### config.mk
export PLATFORM = sky130hd
export DESIGN_NAME = acc_unloader_flat
export DESIGN_NICKNAME = d
export VERILOG_FILES = /design/src/rtl/mlp_pkg.sv /design/src/rtl/acc_unloader_if.sv /design/src/rtl/acc_unloader_sat_shift.sv /design/src/rtl/acc_unloader.sv /design/src/flat_wrapper.sv
export SDC_FILE = /design/constraint.sdc
export NUM_CORES = 1
export LEC_CHECK = 0
export ABC_AREA = 1
export CELL_PAD_IN_SITES_DETAIL_PLACEMENT = 1
export CELL_PAD_IN_SITES_GLOBAL_PLACEMENT = 2
export CORE_MARGIN = 8
export CORE_UTILIZATION = 36
export CTS_BUF_LIST = sky130_fd_sc_hd__clkbuf_8 sky130_fd_sc_hd__clkbuf_16
export CTS_CLUSTER_SIZE = 10
export DETAILED_ROUTE_END_ITERATION = 8
export PLACE_DENSITY = 0.81
export REMOVE_ABC_BUFFERS = 1
export SLEW_MARGIN = 10
export SYNTH_ARGS = -nofsm -noshare
export SYNTH_HDL_FRONTEND = slang
export SYNTH_SLANG_ARGS = --single-unit
### constraint.sdc
create_clock -name clk -period 3.71 [get_ports clk]
set_clock_uncertainty 0.2 [all_clocks]
set_input_delay 0.9275 -clock clk [delete_from_list [all_inputs] [get_ports clk]]
set_output_delay 0.9275 -clock clk [all_outputs]
set_load 0.02 [all_outputs]
### src/rtl/mlp_pkg.sv
// Shared constants for the neuron accumulator / activation datapath.
// The accumulator width, the activation width and the activation saturation limits.
package mlp_pkg;

    localparam int ACC_W     = 21;
    localparam int ACT_W     = 8;
    localparam int ACC_SHIFT = 8;

    localparam int ACT_MAX = (2 ** (ACT_W - 1)) - 1;
    localparam int ACT_MIN = -(2 ** (ACT_W - 1));

endpackage : mlp_pkg

### src/rtl/acc_unloader_if.sv
// Handshake bundle for the unloader: the accumulator-side push port and the
// activation-side pop port.
interface acc_unloader_if
    import mlp_pkg::*;
#(
    parameter int N = ACC_W,
    parameter int M = ACT_W
);

    logic                in_valid;
    logic                in_ready;
    logic signed [N-1:0] in_data;
    logic                relu_en;
    logic                out_valid;
    logic                out_ready;
    logic signed [M-1:0] out_data;
    logic                out_sat;

    modport slave (
        input  in_valid, in_data, relu_en, out_ready,
        output in_ready, out_valid, out_data, out_sat
    );

    modport master (
        output in_valid, in_data, relu_en, out_ready,
        input  in_ready, out_valid, out_data, out_sat
    );

endinterface : acc_unloader_if

### src/rtl/acc_unloader_sat_shift.sv
// Rescales an accumulator sum with a flooring arithmetic shift, applies optional
// ReLU and saturates to the activation width.
module sat_shift
    import mlp_pkg::*;
#(
    parameter int N     = ACC_W,
    parameter int M     = ACT_W,
    parameter int SHIFT = ACC_SHIFT
) (
    input  logic signed [N-1:0] in_data,
    input  logic                relu_en,
    output logic signed [M-1:0] result,
    output logic                sat
);

    localparam int MAX_I = (2 ** (M - 1)) - 1;
    localparam int MIN_I = -(2 ** (M - 1));
    localparam logic signed [N-1:0] MAX_S = MAX_I[N-1:0];
    localparam logic signed [N-1:0] MIN_S = MIN_I[N-1:0];

    logic signed [N-1:0] shifted;

    // NOTE: combinational logic uses blocking assignments and gives every output
    // a default first, so no path can leave a value held and infer a latch.
    always_comb begin
        shifted = in_data >>> SHIFT;
        result  = shifted[M-1:0];
        sat     = 1'b0;
        // ReLU clamping is a deliberate zero, not an overflow.
        if (relu_en && shifted < 0) begin
            result = '0;
        end else if (shifted > MAX_S) begin
            result = MAX_S[M-1:0];
            sat    = 1'b1;
        end else if (shifted < MIN_S) begin
            result = MIN_S[M-1:0];
            sat    = 1'b1;
        end
    end

endmodule : sat_shift

### src/rtl/acc_unloader.sv
// Drain side of the accumulator path: converts finished sums to activations and
// buffers them in a small FIFO with a registered head for the next layer.
module acc_unloader
    import mlp_pkg::*;
#(
    parameter  int N     = ACC_W,
    parameter  int M     = ACT_W,
    parameter  int SHIFT = ACC_SHIFT,
    parameter  int DEPTH = 4,
    localparam int PTR_W = $clog2(DEPTH),
    localparam int CNT_W = $clog2(DEPTH + 1)
) (
    input  logic             clk,
    input  logic             rst_n,
    acc_unloader_if.slave    bus,
    output logic [CNT_W-1:0] count,
    output logic             sat_sticky,
    input  logic             sat_clr
);

    logic [PTR_W-1:0] wr_ptr_q, wr_ptr_d;
    logic [PTR_W-1:0] rd_ptr_q, rd_ptr_d;
    logic [CNT_W-1:0] count_q, count_d;
    logic [M-1:0]     head_data_q, head_data_d;
    logic             head_sat_q, head_sat_d;
    logic             sat_sticky_q, sat_sticky_d;

    logic [M-1:0]     mem_data_q [DEPTH];
    logic             mem_sat_q  [DEPTH];

    logic signed [M-1:0] conv_data;
    logic                conv_sat;
    logic                push;
    logic                pop;

    sat_shift #(
        .N     (N),
        .M     (M),
        .SHIFT (SHIFT)
    ) u_sat_shift (
        .in_data (bus.in_data),
        .relu_en (bus.relu_en),
        .result  (conv_data),
        .sat     (conv_sat)
    );

    assign bus.in_ready  = (count_q < CNT_W'(DEPTH));
    assign bus.out_valid = (count_q != '0);
    assign bus.out_data  = head_data_q;
    assign bus.out_sat   = head_sat_q;
    assign count         = count_q;
    assign sat_sticky    = sat_sticky_q;

    assign push = bus.in_valid && bus.in_ready;
    assign pop  = bus.out_valid && bus.out_ready;

    always_comb begin
        wr_ptr_d     = wr_ptr_q;
        rd_ptr_d     = rd_ptr_q;
        count_d      = count_q;
        head_data_d  = head_data_q;
        head_sat_d   = head_sat_q;
        sat_sticky_d = sat_sticky_q;

        if (push) wr_ptr_d = wr_ptr_q + PTR_W'(1);
        if (pop)  rd_ptr_d = rd_ptr_q + PTR_W'(1);

        case ({push, pop})
            2'b10:   count_d = count_q + CNT_W'(1);
            2'b01:   count_d = count_q - CNT_W'(1);
            default: count_d = count_q;
        endcase

        // The head reloads only when it is consumed or absent. A word being
        // written this cycle bypasses storage when it becomes the new head.
        if (pop || count_q == '0) begin
            if (push && rd_ptr_d == wr_ptr_q) begin
                head_data_d = conv_data;
                head_sat_d  = conv_sat;
            end else if (pop && count_d != '0) begin
                head_data_d = mem_data_q[rd_ptr_d];
                head_sat_d  = mem_sat_q[rd_ptr_d];
            end
        end

        if (push && conv_sat) sat_sticky_d = 1'b1;
        else if (sat_clr)     sat_sticky_d = 1'b0;
    end

    // NOTE: sequential state uses non-blocking assignments so every flop samples
    // the pre-edge value of every other flop.
    always_ff @(posedge clk or negedge rst_n) begin
        if (!rst_n) begin
            wr_ptr_q     <= '0;
            rd_ptr_q     <= '0;
            count_q      <= '0;
            head_data_q  <= '0;
            head_sat_q   <= 1'b0;
            sat_sticky_q <= 1'b0;
        end else begin
            wr_ptr_q     <= wr_ptr_d;
            rd_ptr_q     <= rd_ptr_d;
            count_q      <= count_d;
            head_data_q  <= head_data_d;
            head_sat_q   <= head_sat_d;
            sat_sticky_q <= sat_sticky_d;
        end
    end

    // NOTE: the storage array has no reset; an entry is only read after it has
    // been written, and the count alone decides what is valid.
    always_ff @(posedge clk) begin
        if (push) begin
            mem_data_q[wr_ptr_q] <= conv_data;
            mem_sat_q[wr_ptr_q]  <= conv_sat;
        end
    end

endmodule : acc_unloader

### src/flat_wrapper.sv
// flat-port wrapper written by rule: the top's interface ports become plain ports
module acc_unloader_flat import mlp_pkg::*;
#(
    parameter  int N     = ACC_W,
    parameter  int M     = ACT_W,
    parameter  int SHIFT = ACC_SHIFT,
    parameter  int DEPTH = 4,
    localparam int PTR_W = $clog2(DEPTH),
    localparam int CNT_W = $clog2(DEPTH + 1)
)
  (clk, rst_n, count, sat_sticky, sat_clr, bus_in_valid, bus_in_data, bus_relu_en, bus_out_ready, bus_in_ready, bus_out_valid, bus_out_data, bus_out_sat);
  acc_unloader_if #(.N(N), .M(M)) bus_i ();
  input  logic clk;
  input  logic rst_n;
  output logic [CNT_W-1:0] count;
  output logic sat_sticky;
  input  logic sat_clr;
  input wire logic [$bits(bus_i.in_valid)-1:0] bus_in_valid;
  input wire logic [$bits(bus_i.in_data)-1:0] bus_in_data;
  input wire logic [$bits(bus_i.relu_en)-1:0] bus_relu_en;
  input wire logic [$bits(bus_i.out_ready)-1:0] bus_out_ready;
  output wire logic [$bits(bus_i.in_ready)-1:0] bus_in_ready;
  output wire logic [$bits(bus_i.out_valid)-1:0] bus_out_valid;
  output wire logic [$bits(bus_i.out_data)-1:0] bus_out_data;
  output wire logic [$bits(bus_i.out_sat)-1:0] bus_out_sat;
  assign bus_i.in_valid = bus_in_valid;
  assign bus_i.in_data = bus_in_data;
  assign bus_i.relu_en = bus_relu_en;
  assign bus_i.out_ready = bus_out_ready;
  assign bus_in_ready = bus_i.in_ready;
  assign bus_out_valid = bus_i.out_valid;
  assign bus_out_data = bus_i.out_data;
  assign bus_out_sat = bus_i.out_sat;
  acc_unloader #(.N(N), .M(M), .SHIFT(SHIFT), .DEPTH(DEPTH)) u_core (.clk(clk), .rst_n(rst_n), .bus(bus_i), .count(count), .sat_sticky(sat_sticky), .sat_clr(sat_clr));
endmodule
# == Yosys cells after proc, flatten, opt, wreduce, memory -nomap -nowiden ==
# Memory sizes are Yosys's and may differ from the RTL's. A register that Yosys moved wholly into a read port is not among the register bits.
# Cells that the tools add are included.
# word_totals
register_bits,8
memories,2
in_bits,27
out_inout_bits,15
ramBits,36
# classes
reduce_logical,15
order_cmp,4
eq_ne,3
mux,12
add_sub_neg,4
# memory_table
memory,words,width,rd,rd_ports_with_merged_regs,write_ports,line,source
u_core.mem_data_q,4,8,1,1,1,acc_unloader.sv:28,logic [M-1:0] mem_data_q [DEPTH];
u_core.mem_sat_q,4,1,1,1,1,acc_unloader.sv:29,logic mem_sat_q [DEPTH];
# op_table
cell,n
2-to-1 mux 8 bit,3
greater-than comparator 13 x 8 -> 1 bit (second input constant),1
< comparator 13 x 1 -> 1 bit (second input constant),1
< comparator 13 x 8 -> 1 bit (second input constant),1
2-to-1 mux 1 bit,7
logical AND 1 bit,6
case mux 3 bit (2 select lines),1
nonzero test 3 bit,2
adder 2 x 1 -> 2 bit (second input constant),2
nonzero test 2 bit,2
adder 3 x 1 -> 3 bit (second input constant),1
zero test 3 bit,1
< comparator 3 bit (second input constant),1
subtractor 3 x 1 -> 3 bit (second input constant),1
equality test 2 x 1 -> 1 bit (second input constant),1
equality test 2 bit,1
equality test 2 bit (second input constant),1
zero test 1 bit,2
2-to-1 mux 2 bit,1
AND reduction 2 bit,1
logical OR 1 bit,1

# == Longest topological paths before layout ==
# depth
ltp_word,8
ltp_mapped,17
mapped_depth_nobuf,17

# == Modules after synthesis ==
# Synthesis repeated with hierarchy kept, for this count alone.
# hier_totals
hier_cells,294
area_unflattened_um2,2790.2
# modules_own_cells
mod,cells_per_inst,instances,seq_area_each_um2,area_per_inst_um2
acc_unloader,267,1,1506.4,2661.3
sat_shift,27,1,0.0,128.9

# == Least setup slack after synthesis ==
# OpenSTA, ideal clock, no wires.
# synth_timing
path_type,input -> register
startpoint,input port bus_in_valid
endpoint,"register u_core.head_data_q[0], in the netlist u_core.bus.out_data[0] (read register of u_core.mem_data_q)"
n_path_buf,0
t_arrival_ps,2632
slack_ps,761
stages,13
setup_ps,117
required_ps,3393
cell_sequence,nand2_1 -> ha_1 -> inv_1 -> fa_1 -> or2_2 -> nand4_1 -> nand3_1 -> nand2_1 -> inv_1 -> nor2_2 -> nor2_8 -> nand2_1 -> nand2_1
# synth_between
elab_chain_len,7
elab_cells_between_ends,9
cone_classes,eq/ne: 2; mux: 1; reduce/logical: 6
# synth_rtl
item,line,source
"start, declared",flat_wrapper.sv:18,input wire logic [$bits(bus_i.in_valid)-1:0] bus_in_valid;
logical AND 1 bit (*),acc_unloader.sv:54,assign push = bus.in_valid && bus.in_ready;
equality test 2 x 1 -> 1 bit / equality test 2 bit (equally long branches),acc_unloader.sv:68,"case ({push, pop})"
case mux 3 bit (2 select lines),acc_unloader.sv:68,
nonzero test 3 bit,acc_unloader.sv:80,end else if (pop && count_d != '0) begin
logical AND 1 bit,acc_unloader.sv:80,
nonzero test 2 bit (no source line) (*),--,
AND reduction 2 bit (no source line) (*),--,
"end, declared",acc_unloader.sv:24,"logic [M-1:0] head_data_q, head_data_d;"
# Mark *: on every way between the ends. The rest lies on a longest branch, timed or not.
# A chain may end at the register's enable or synchronous reset.

# == Final worst setup path ==
# layout_timing
startpoint,input port bus_out_ready
endpoint,"register u_core.head_data_q[4], in the netlist u_core.bus.out_data[4] (read register of u_core.mem_data_q)"
# layout_between
elab_chain_len,7
elab_cells_between_ends,12
cone_classes,eq/ne: 3; mux: 2; reduce/logical: 7
# layout_rtl
item,line,source
"start, declared",flat_wrapper.sv:21,input wire logic [$bits(bus_i.out_ready)-1:0] bus_out_ready;
logical AND 1 bit (*),acc_unloader.sv:55,assign pop = bus.out_valid && bus.out_ready;
equality test 2 x 1 -> 1 bit / equality test 2 bit (equally long branches),acc_unloader.sv:68,
case mux 3 bit (2 select lines),acc_unloader.sv:68,
nonzero test 3 bit,acc_unloader.sv:80,
logical AND 1 bit,acc_unloader.sv:80,
nonzero test 2 bit (no source line),--,
AND reduction 2 bit (no source line),--,
# Marked as above.

==> flow_summary.yaml <==
status:
  status: "finished, final reports clean"
worst_setup_path:
  timing.reg2reg.setup_slack_ns: 1.00
  critPathCapture: "u_core.bus.out_data[4]"
  slowest_stage: "clkdlybuf4s50_1"
  cp.depth: 15
  cp_top_family: "simple AND/OR/NAND/NOR gates"
  cpPeakStageDelay_ns: 0.53
  critical_path_arrival_ns: 3.26
  cp-end-kind: "register"
  r2r_end: "u_core.bus.out_data[4]"
  worst_setup_path_start_kind: "primary input"
  r2r_cells: 16
  worstPathCellList: "clkdlybuf4s50_1, nand2_4, inv_1, ha_1, inv_1, fa_1, or2_2, nand4_1, nand3_1, nand2_1, inv_1, nor2_2, nor2_8, nand2_1, nand2_1"
  timing.critical_path.buf_inv: 4
  critPathRequiredTime_ns: 3.73
  crit_start: "bus_out_ready"
  timing.rr.start: "u_core.count[1]"
  path_class: "in -> reg"
  crit_fanout: 9
global_route:
  grt_use_total_pct: 14.1
  grt-ovfl-total: 0
  grt_max_degree: 21
  grt_pass1_wl_um: 11400
  antenna_found_initial: 0
  first_global_vias: 2294
route:
  ant_nets: 0
  routedWlPerCell_um: 15.2
  num_vias: 2062
  first_iter_violations: 99
  drc: 0
  routed_via_density: 4.68
  routed_wl_um: 6720
  drt_first_pass_iters: 4
place:
  dp_hpwl_um: 4750
  gp_congestion: 0.729
  io_buffers: 33
die:
  boundaryPins: 42
  core_area_mm2: 0.00757
  die_w_um: 103
  start_util_pct: 36.3
  die_area_mm2: 0.0107
  placementRows: 32
  die_h_um: 103
sta:
  fmax_mhz: 308
  finalHoldViolCount: 0
  relSlewSlack_pct: 43.9
  slew_violations: 0
  final.min_clock_period_ns: 3.25
  setup-violations-final: 0
  tns_ns: 0
  tightest_slew_ns: 0.839
  rsz0062_at_grt: "no"
  whs_ns: 0.285
  period_share_pct: 87.5
power_and_ir_drop:
  ir_worst_vdd_v: 0.000386
  p_leak_nw: 1.52
  power.density_mw_per_mm2: 786
  power_switching_w: 0.00115
  p_seq_share_pct: 33.7
  p_sw_share_pct: 44.4
  internal-power_w: 0.00145
  comb_power_share_pct: 53.3
  clockPowerShare_pct: 13.0
synth:
  syn_area_per_cell_um2: 9.31
  synth-seq-cells: 53
  synth.area.mux_share_pct: 0
  syn_area_mm2: 0.00275
  synth_top_area_share_pct: 39.3
  synth_compound_area_share_pct: 3.32
  ys_top_cells_by_area: "edfxtp_1 39%, dfrtp_1 15%, nand2_1 14%"
  synthSimpleGateAreaFrac_pct: 29.2
  syn_inst: 295
  synth_top_area_cell: "edfxtp_1"
  synthXorXnorAreaFrac_pct: 0.638
  synth_cell_types: 30
  yosysWarnings: 0
  synth_top_family_by_area: "simple AND/OR/NAND/NOR gates"
  synthAdderAreaFrac_pct: 3.01
  seq_area_frac_synth_pct: 54.8
final_layout:
  final_core_util_pct: 43.7
  n_antenna_cell: 0
  drive_above_1_share_pct: 10.0
  fin_nets: 371
  final_cell_mix: "102 x nand2_1, 45 x inv_1, 36 x edfxtp_1"
  final_common_cell: "nand2_1"
  area.growth.synth_to_final_pct: 20.3
clock_network:
  cts_buffer_depth: 2
  clock_latency_ns: 0.31
  tritoncts: "built"
  holdBufCountCts: 0
  h-tree-depth: 2
  root_buffer: "clkbuf_8"
  postCtsSetupRepairBufs: 0
  cts_resized: 0
  numCtsBuffers: 5
  clkSinkCount: 53
  clk_pin_slew_ns: 0.10
hold_path:
  hp-class: "reg -> reg"
job:
  maxCapViolations: 0
[per-stage QoR]
| stage | power (W) | std cells | setup slack (ns) | instance area, um2 |
|---|---|---|---|---|
| CTS | 0.00264 | 441 | 0.446 | 3310 |
| floorplan | 0.00177 | 287 | 0.761 | 2680 |
| detailed placement | 0.00230 | 433 | 0.111 | 3220 |
| global placement | 0.00227 | 433 | 0.128 | 3220 |
| finish | 0.00260 | 441 | 0.465 | 3310 |
| global route | 0.00284 | 441 | 0.313 | 3310 |
[tightest hold or removal path: cells and delay by family (launching register included)]
kind | cells | cell delay [ns]
DFF | 1 | 0.35
and+or+nand+nor | 2 | 0.10
[logic make-up after synthesis]
| kind of cell | Yosys count |
|---|---|
| fa+ha+maj | 6 |
| xor+xnor | 2 |
| buf+inv | 55 |
| compound gates | 15 |
| flops | 53 |
| simple gates | 164 |
[per-layer routing]
layer / track usage [%] / part of all wire (%)
met4: 4.89 / 1.3
met3: 2.14 / 2.3
met2: 23.8 / 49
met5: 0 / 0
met1: 17.9 / 48
[synth_stat cells]
master	instances
buf_6	3
inv_1	45
nand3b_1	18
o21bai_4	1
dfrtp_1	17
ha_1	5
buf_4	1
a21oi_1	8
or2_2	1
xor2_1	1
fa_1	1
a21boi_0	1
buf_2	3
buf_8	1
nand3_4	1
nand3_1	23
nor2_8	1
o21ai_1	1
nand2_1	102
o21ai_0	4
nand3_2	2
nor2_2	1
edfxtp_1	36
nor2_4	2
nand4_1	1
xnor2_1	1
nand2_4	3
inv_2	2
nor2_1	8
nand2_2	1
[sequential cells by signal (all words and copies together), names as in the netlist]
| name | count |
|---|---|
| u_core.bus.out_data | 8 |
| u_core.mem_data_q | 32 |
| u_core.sat_sticky | 1 |
| u_core.rd_ptr_q | 2 |
| u_core.count | 3 |
| u_core.mem_sat_q | 4 |
| u_core.wr_ptr_q | 2 |
| u_core.bus.out_sat | 1 |
[power by group through the flow]
stage | Clock, W | Sequential (W) | Combinational (W)
final | 0.000337 | 0.000875 | 0.00139
after global routing | 0.000378 | 0.000895 | 0.00157
after CTS | 0.000350 | 0.000877 | 0.00142
after detailed placement | 0 | 0.000890 | 0.00141
after global placement | 0 | 0.000884 | 0.00139
after floorplan | 0 | 0.000956 | 0.000814
[area by class of cell]
class	count	area, um2
fill	876	4260
sequential	53	1510
multi-input combinational	187	993
timing repair buffer	44	413
inverter	47	176
tap	102	128
clock buffer	5	68.8
clock inverter	3	20.0
[how the worst min path moves through the flow]
stage / slack, ns / depth (start not counted) / endpoint / startpoint
floorplan: 0.39 / 2 / u_core.bus.out_data[0] / u_core.bus.out_data[0]
global placement: 0.26 / 2 / u_core.bus.out_data[0] / u_core.bus.out_data[0]
detailed placement: 0.26 / 2 / u_core.bus.out_data[4] / u_core.bus.out_data[4]
CTS: 0.29 / 2 / u_core.bus.out_data[4] / u_core.bus.out_data[4]
global route: 0.32 / 2 / u_core.bus.out_data[4] / u_core.bus.out_data[4]
finish: 0.28 / 2 / u_core.bus.out_data[4] / u_core.bus.out_data[4]
No activity file was read; power rests on OpenSTA's default activity.
